--- src/rtl/vga_timing_if.sv ---
// Pixel-tick input and raster/timing outputs of the VGA timing generator.
interface vga_timing_if #(
  parameter int CW = 11
);
  logic          pix_en;
  logic [CW-1:0] hc;
  logic [CW-1:0] vc;
  logic          hsync;
  logic          vsync;
  logic          visible;
  logic          dith_h;
  logic          dith_v;
  logic          frame_start;
  logic          line_start;

  modport master (
    input  pix_en,
    output hc, vc, hsync, vsync, visible, dith_h, dith_v, frame_start, line_start
  );

  modport slave (
    output pix_en,
    input  hc, vc, hsync, vsync, visible, dith_h, dith_v, frame_start, line_start
  );
endinterface

--- src/rtl/vga_timing_gen.sv ---
// Raster counters plus a pix_en-gated delay line that keeps sync, visible and
// dither phase aligned with the downstream pattern/dither/output pipeline.
module vga_timing_gen #(
  parameter int H_VISIBLE = 1024,
  parameter int H_FP      = 24,
  parameter int H_SYNC    = 136,
  parameter int H_BP      = 160,
  parameter int V_VISIBLE = 768,
  parameter int V_FP      = 3,
  parameter int V_SYNC    = 6,
  parameter int V_BP      = 29,
  parameter bit H_POL     = 1'b0,
  parameter bit V_POL     = 1'b0,
  parameter int PIPE_DLY  = 2,
  parameter int CW        = 11
) (
  input  logic        clk,
  input  logic        rst,
  vga_timing_if.master bus
);
  localparam int H_TOTAL = H_VISIBLE + H_FP + H_SYNC + H_BP;
  localparam int V_TOTAL = V_VISIBLE + V_FP + V_SYNC + V_BP;

  if (PIPE_DLY < 1 || PIPE_DLY > 4) begin : g_bad_dly
    $error("vga_timing_gen: PIPE_DLY must be in 1..4");
  end
  if ((2 ** CW) < H_TOTAL || (2 ** CW) < V_TOTAL) begin : g_bad_cw
    $error("vga_timing_gen: CW too narrow for H_TOTAL/V_TOTAL");
  end

  // Decode bounds are one bit wider so an upper bound equal to 2^CW still fits.
  localparam logic [CW-1:0] H_LAST = CW'(H_TOTAL - 1);
  localparam logic [CW-1:0] V_LAST = CW'(V_TOTAL - 1);
  localparam logic [CW:0]   H_ACT  = (CW+1)'(H_VISIBLE);
  localparam logic [CW:0]   V_ACT  = (CW+1)'(V_VISIBLE);
  localparam logic [CW:0]   HS_LO  = (CW+1)'(H_VISIBLE + H_FP);
  localparam logic [CW:0]   HS_HI  = (CW+1)'(H_VISIBLE + H_FP + H_SYNC);
  localparam logic [CW:0]   VS_LO  = (CW+1)'(V_VISIBLE + V_FP);
  localparam logic [CW:0]   VS_HI  = (CW+1)'(V_VISIBLE + V_FP + V_SYNC);

  typedef struct packed {
    logic hs;
    logic vs;
    logic vis;
    logic dh;
    logic dv;
  } tap_t;

  logic [CW-1:0]         hc, vc;
  logic [CW:0]           hx, vx;
  logic                  line_start, frame_start;
  tap_t                  tap_in;
  tap_t [PIPE_DLY:1]     dly;

  assign hx = {1'b0, hc};
  assign vx = {1'b0, vc};

  always_comb begin
    tap_in     = '0;
    tap_in.hs  = (hx >= HS_LO) && (hx < HS_HI);
    tap_in.vs  = (vx >= VS_LO) && (vx < VS_HI);
    tap_in.vis = (hx < H_ACT) && (vx < V_ACT);
    tap_in.dh  = hc[0];
    tap_in.dv  = vc[0];
  end

  always_ff @(posedge clk or posedge rst) begin
    if (rst) begin
      hc          <= '0;
      vc          <= '0;
      line_start  <= 1'b0;
      frame_start <= 1'b0;
      dly         <= '0;
    end else begin
      // Pulses default low so they never outlast the tick that wrapped.
      line_start  <= 1'b0;
      frame_start <= 1'b0;
      if (bus.pix_en) begin
        dly[1] <= tap_in;
        for (int i = 2; i <= PIPE_DLY; i++) dly[i] <= dly[i-1];
        if (hc == H_LAST) begin
          hc         <= '0;
          line_start <= 1'b1;
          if (vc == V_LAST) begin
            vc          <= '0;
            frame_start <= 1'b1;
          end else begin
            vc <= vc + 1'b1;
          end
        end else begin
          hc <= hc + 1'b1;
        end
      end
    end
  end

  assign bus.hc          = hc;
  assign bus.vc          = vc;
  assign bus.hsync       = dly[PIPE_DLY].hs ? H_POL : ~H_POL;
  assign bus.vsync       = dly[PIPE_DLY].vs ? V_POL : ~V_POL;
  assign bus.visible     = dly[PIPE_DLY].vis;
  assign bus.dith_h      = dly[PIPE_DLY].dh;
  assign bus.dith_v      = dly[PIPE_DLY].dv;
  assign bus.line_start  = line_start;
  assign bus.frame_start = frame_start;
endmodule
--- src/flat_wrapper.sv ---
// flat-port wrapper written by rule: the top's interface ports become plain ports
module vga_timing_gen_flat 
#(
  parameter int H_VISIBLE = 1024,
  parameter int H_FP      = 24,
  parameter int H_SYNC    = 136,
  parameter int H_BP      = 160,
  parameter int V_VISIBLE = 768,
  parameter int V_FP      = 3,
  parameter int V_SYNC    = 6,
  parameter int V_BP      = 29,
  parameter bit H_POL     = 1'b0,
  parameter bit V_POL     = 1'b0,
  parameter int PIPE_DLY  = 2,
  parameter int CW        = 11
)
  (clk, rst, bus_pix_en, bus_hc, bus_vc, bus_hsync, bus_vsync, bus_visible, bus_dith_h, bus_dith_v, bus_frame_start, bus_line_start);
  vga_timing_if #(.CW(CW)) bus_i ();
  input  logic clk;
  input  logic rst;
  input wire logic [$bits(bus_i.pix_en)-1:0] bus_pix_en;
  output wire logic [$bits(bus_i.hc)-1:0] bus_hc;
  output wire logic [$bits(bus_i.vc)-1:0] bus_vc;
  output wire logic [$bits(bus_i.hsync)-1:0] bus_hsync;
  output wire logic [$bits(bus_i.vsync)-1:0] bus_vsync;
  output wire logic [$bits(bus_i.visible)-1:0] bus_visible;
  output wire logic [$bits(bus_i.dith_h)-1:0] bus_dith_h;
  output wire logic [$bits(bus_i.dith_v)-1:0] bus_dith_v;
  output wire logic [$bits(bus_i.frame_start)-1:0] bus_frame_start;
  output wire logic [$bits(bus_i.line_start)-1:0] bus_line_start;
  assign bus_i.pix_en = bus_pix_en;
  assign bus_hc = bus_i.hc;
  assign bus_vc = bus_i.vc;
  assign bus_hsync = bus_i.hsync;
  assign bus_vsync = bus_i.vsync;
  assign bus_visible = bus_i.visible;
  assign bus_dith_h = bus_i.dith_h;
  assign bus_dith_v = bus_i.dith_v;
  assign bus_frame_start = bus_i.frame_start;
  assign bus_line_start = bus_i.line_start;
  vga_timing_gen #(.H_VISIBLE(H_VISIBLE), .H_FP(H_FP), .H_SYNC(H_SYNC), .H_BP(H_BP), .V_VISIBLE(V_VISIBLE), .V_FP(V_FP), .V_SYNC(V_SYNC), .V_BP(V_BP), .H_POL(H_POL), .V_POL(V_POL), .PIPE_DLY(PIPE_DLY), .CW(CW)) u_core (.clk(clk), .rst(rst), .bus(bus_i));
endmodule
--- config.mk ---
export PLATFORM = sky130hd
export DESIGN_NAME = vga_timing_gen_flat
export DESIGN_NICKNAME = d
export VERILOG_FILES = /design/src/rtl/vga_timing_if.sv /design/src/rtl/vga_timing_gen.sv /design/src/flat_wrapper.sv
export SDC_FILE = /design/constraint.sdc
export NUM_CORES = 1
export LEC_CHECK = 0
export BUFFER_PORTS_ARGS = -buffer_cell sky130_fd_sc_hd__buf_2
export CAP_MARGIN = 40
export CORE_MARGIN = 2
export CORE_UTILIZATION = 40
export DETAILED_ROUTE_END_ITERATION = 10
export GPL_TIMING_DRIVEN = 0
export PLACE_DENSITY = 0.62
export SLEW_MARGIN = 20
export SYNTH_ARGS = -nofsm -noshare
export SYNTH_HDL_FRONTEND = slang
export SYNTH_SLANG_ARGS = --single-unit
export TNS_END_PERCENT = 100
--- constraint.sdc ---
create_clock -name clk -period 2.2 [get_ports clk]
set_clock_uncertainty 0.1 [all_clocks]
set_input_delay 0.22 -clock clk [delete_from_list [all_inputs] [get_ports clk]]
set_output_delay 0.22 -clock clk [all_outputs]
set_load 0.02 [all_outputs]
* After elaboration in Yosys (flattened, before gate mapping) *
Cells that the tools add are included.
Widths: inputs -> output; s select.

word-level totals
  bits in registers = 34
  latch bits = 0
  bits in writable memories = 0
  memory bits (read-only) = 0
  bits of input ports = 3
  output and inout port bits = 29
  logic and storage cells = 37
  memories = 0

operators by class
  $add $sub $neg = 2
  multipliers = 0
  divide/modulo/power cells = 0
  magnitude comparators = 6
  eq/ne operators = 2
  shifts and indexed selects = 0
  multiplexer cells = 9
  bitwise gates (word level) = 0
  reductions and logical operators = 4

operators with widths
  cell                   number
  $add 11x1->11 const B  2
  $lt 11x10->1 const B   2
  $lt 11x11->1 const B   2
  $mux 11                2
  $eq 11x10->1 const B   1
  $eq 11x11->1 const B   1
  $ge 11x10->1 const B   1
  $ge 11x11->1 const B   1
  $mux 1                 7
  $logic_and 1x1->1      3
  $reduce_and 2->1       1

* Depth between registers and ports, before layout *
  depth after elaboration = 4
  depth in mapped cells = 7
  mapped depth without buffers = 6

* Least setup slack after synthesis *
Ideal clock, no wire load.

  kind = reg-to-reg
  start point = register u_core.hc[6], in the netlist u_core.bus.hc[6]
  end point = register u_core.vc[9], in the netlist u_core.bus.vc[9]
  library setup time = 0.077 ns
  arrival = 1.709 ns
  slack = 0.313 ns
  cell stages (with the launch flop) = 6
  path through = dfrtp_1 buf_2 nor4b_4 nand4_4 or4_1 a21oi_1

between the ends
  longest elaborated chain between the ends = 2

RTL lines
  element                     line                  source
  start, declared             vga_timing_gen.sv:49  logic [CW-1:0] hc, vc;
  start signal, assigned      vga_timing_gen.sv:91  hc <= hc + 1'b1;
  $eq 11x11->1                vga_timing_gen.sv:81  if (hc == H_LAST) begin
  $reduce_and 2->1 (no line)  -
  end signal, assigned        vga_timing_gen.sv:88  vc <= vc + 1'b1;
  end, declared               vga_timing_gen.sv:49

No other way between the ends.
A chain may end at the register's enable or synchronous reset.

* Worst setup path after layout *
  start point = register u_core.hc[0], in the netlist u_core.bus.hc[0]
  end point = register u_core.vc[5], in the netlist u_core.bus.vc[5]

Same word-level chain as after synthesis.

==> metrics.yaml <==
final_layout:
  instances_no_fill: 252
  most-common-layout-cells: "34 x buf_2, 34 x dfrtp_1, 14 x nand3_1"
  diodes: 0
  syn2layout_area_growth_pct: 20.0
  layout-drive-gt1-share_pct: 27.7
  num-fill-cells: 390
  nets: 208
  utilization_pct: 50.2
  fin_area_um2: 2020
timing:
  slew_violations: 0
  hold_viol_final: 0
  setup_ws_ns: 0.236
  rsz0062_at_grt: "false"
  worst_pin_slew_ns: 0.711
  clock.fmax_mhz: 509
  whs_ns: 0.299
  layout_min_cycle_time_ns: 1.96
  setup_tns_ns: 0
  setup_viol: 0
  post-route-period-util_pct: 89.3
  timing.slew.headroom_pct: 52.5
worst_hold_path:
  hold_start: "bus_pix_en"
  hold_path_end: "u_core.bus.hc[7]"
  min_path_cells: 5
  hp-class: "in -> reg"
worst_setup_path:
  reg2reg_setup_slack_ns: 0.24
  regToRegStartpoint: "u_core.bus.hc[0]"
  crit_required_ns: 2.31
  r2r_cells: 6
  startpoint_type: "flop"
  path_class: "reg -> reg"
  crit_path_max_fanout: 8
  path_cells: "ha_1 -> and2_0 -> buf_2 -> nand4_4 -> or4_1 -> a21oi_1"
  cp_slowest_cell: "or4_1"
  end_kind: "flop"
  cpPeakStageDelay_ns: 0.53
  r2r-end: "u_core.bus.vc[5]"
  arrival_ns: 2.08
floorplan:
  die_area_um2: 4750
  start_util_pct: 41.8
  io_pins: 32
  fp.coreArea_um2: 4030
  row_count: 23
  chipWidth_um: 68.9
  die_h_um: 68.9
place:
  dp_cells: 243
  io_buffer_count: 31
  place_ws_ns: 0.220
  post-dp-hpwl_mm: 2.50
  gp_congestion: 0.814
  dpl_cell_area_um2: 1900
yosys:
  synth_top_area_share_pct: 50.5
  yosysWarningCount: 0
  netlist_top_cells_area: "dfrtp_1 50%, nand3_1 4.2%, mux2_2 4.0%"
  synthCells: 162
  synthFlopType: "dfrtp_1"
  synthDistinctLibCells: 43
  ys_ff_latch: 34
  ys_seq_area_share_pct: 50.5
  synth_enable_flop_cells: 0
  synth_area_per_cell_um2: 10.4
  async_reset_ff_share_pct: 100
  syn_area_um2: 1690
  netlist.top_cell.by_area: "dfrtp_1"
  synth_nets: 169
drt:
  wl_per_cell_um: 14.0
  firstDrtPassIters: 4
  wl_mm: 3.53
  ant_nets: 0
  drc: 0
  drtIter0Drc: 67
  routed_via_density: 5.29
  vias: 1333
clock_tree:
  cts_tree: "done"
  clkTransAtPathRegs_ns: 0.07
  clock-sinks: 34
  cts_buffer_depth: 2
  cts_resized: 0
  clk_latency_ns: 0.29
  cts_buffers: 5
  htreeDepth: 2
  cts-root-buf: "clkbuf_8"
power_and_ir_drop:
  total_power_mw: 1.63
  ir_worst_vdd_mv: 0.307
  power.density_nw_per_um2: 804
  p_leak_nw: 1.01
job:
  maxCapViolCount: 0
global_routing:
  gr-total-overflow: 0
  grt_pass1_wl_mm: 6.03
  antenna_found_initial: 0
  grt_pass1_vias: 1253
  grt_max_degree: 35
  grt_usage_pct: 17.5
status:
  status: "finished clean"
==> repair_timing <==
action | 4_1_cts | 5_1_grt
endpoints found under the hold margin | 34 | 0
setup buffers | 0 | 0
hold buffers | 1 | 0
==> worst max-delay path by stage <==
stage | from | endpoint | slack, ns | cells after the start
after floorplan | u_core.bus.hc[6] | u_core.bus.vc[9] | 0.31 | 5
after global placement | u_core.bus.hc[0] | u_core.bus.vc[5] | 0.28 | 6
after detailed placement | u_core.bus.hc[0] | u_core.bus.vc[5] | 0.22 | 6
after CTS | u_core.bus.hc[0] | u_core.bus.vc[5] | 0.21 | 6
after global routing | u_core.bus.hc[0] | u_core.bus.vc[10] | 0.06 | 7
final | u_core.bus.hc[0] | u_core.bus.vc[5] | 0.24 | 6
==> routing by layer <==
metal,part of all wire (%),routed length [um],track usage [%],vias to the layer above
met5,0,0,0,-
met2,48,1680,27.4,27
met3,4.7,166,5.52,6
li1,-,-,-,652
met4,1.4,51,6.37,0
met1,46,1630,22.8,648
==> worst max-delay path: cells and delay by family, from the launching register on <==
kind / cells / cell delay (ns)
buffers and inverters: 1 / 0.17
AND/OR/NAND/NOR: 3 / 0.80
flip-flops: 1 / 0.46
AO/OA/AOI/OAI: 1 / 0.16
adder cells (fa/ha/maj): 1 / 0.19
==> sequential cells by signal, summed over array words and instances (netlist names) <==
signal and cells:
u_core.bus.visible 1, u_core.bus.hc 11, u_core.bus.dith_v 1, u_core.bus.vc 11
u_core.bus.dith_h 1, u_core.bus.frame_start 1, u_core.bus.line_start 1, u_core.dly 7
==> synthesized netlist by cell type (2+ instances only) <==
cell type / count
mux2_2: 6
o22ai_1: 3
a21oi_1: 3
o31ai_1: 2
xnor2_1: 5
nand2b_1: 2
inv_1: 9
buf_4: 2
nand4_1: 3
and4_1: 2
a2111oi_0: 2
dfrtp_1: 34
and3_1: 2
nor4_1: 3
a21o_1: 2
nand3_1: 14
nor3_1: 3
nor2_1: 7
o21ai_0: 8
clkbuf_1: 4
nor3b_1: 2
nand2_1: 12
nor2b_1: 2
or4_1: 2
buf_2: 3
ha_1: 4
xor2_1: 5
==> final cells by class <==
cell class              instances  area [um2]  area share, %
flip-flops and latches         34         851           42.1
repair buffers                 32         165           8.17
clock buffers                   5        68.8           3.40
plain buffers                  10        50.0           2.48
well taps                      50        62.6           3.09
multi-input cells             108         747           36.9
clock inverters                 3        40.0           1.98
inverters                      10        37.5           1.86
==> kinds of logic (layout without fill, tap and decap cells) <==
kind of cell	after synthesis	after routing	synth area share, %
flops	34	34	50.5
compound gates	25	25	9.72
xor+xnor	10	10	5.20
simple gates	62	62	21.8
fa+ha+maj	4	4	2.97
buf+inv	20	60	5.20
mux	7	7	4.60
==> power by group <==
group / total, mW / internal, mW / switching (mW)
sequential: 0.775 / 0.693 / 0.0828
combinational: 0.283 / 0.109 / 0.175
clock: 0.566 / 0.333 / 0.233
No activity file was read; power rests on OpenSTA's default activity.
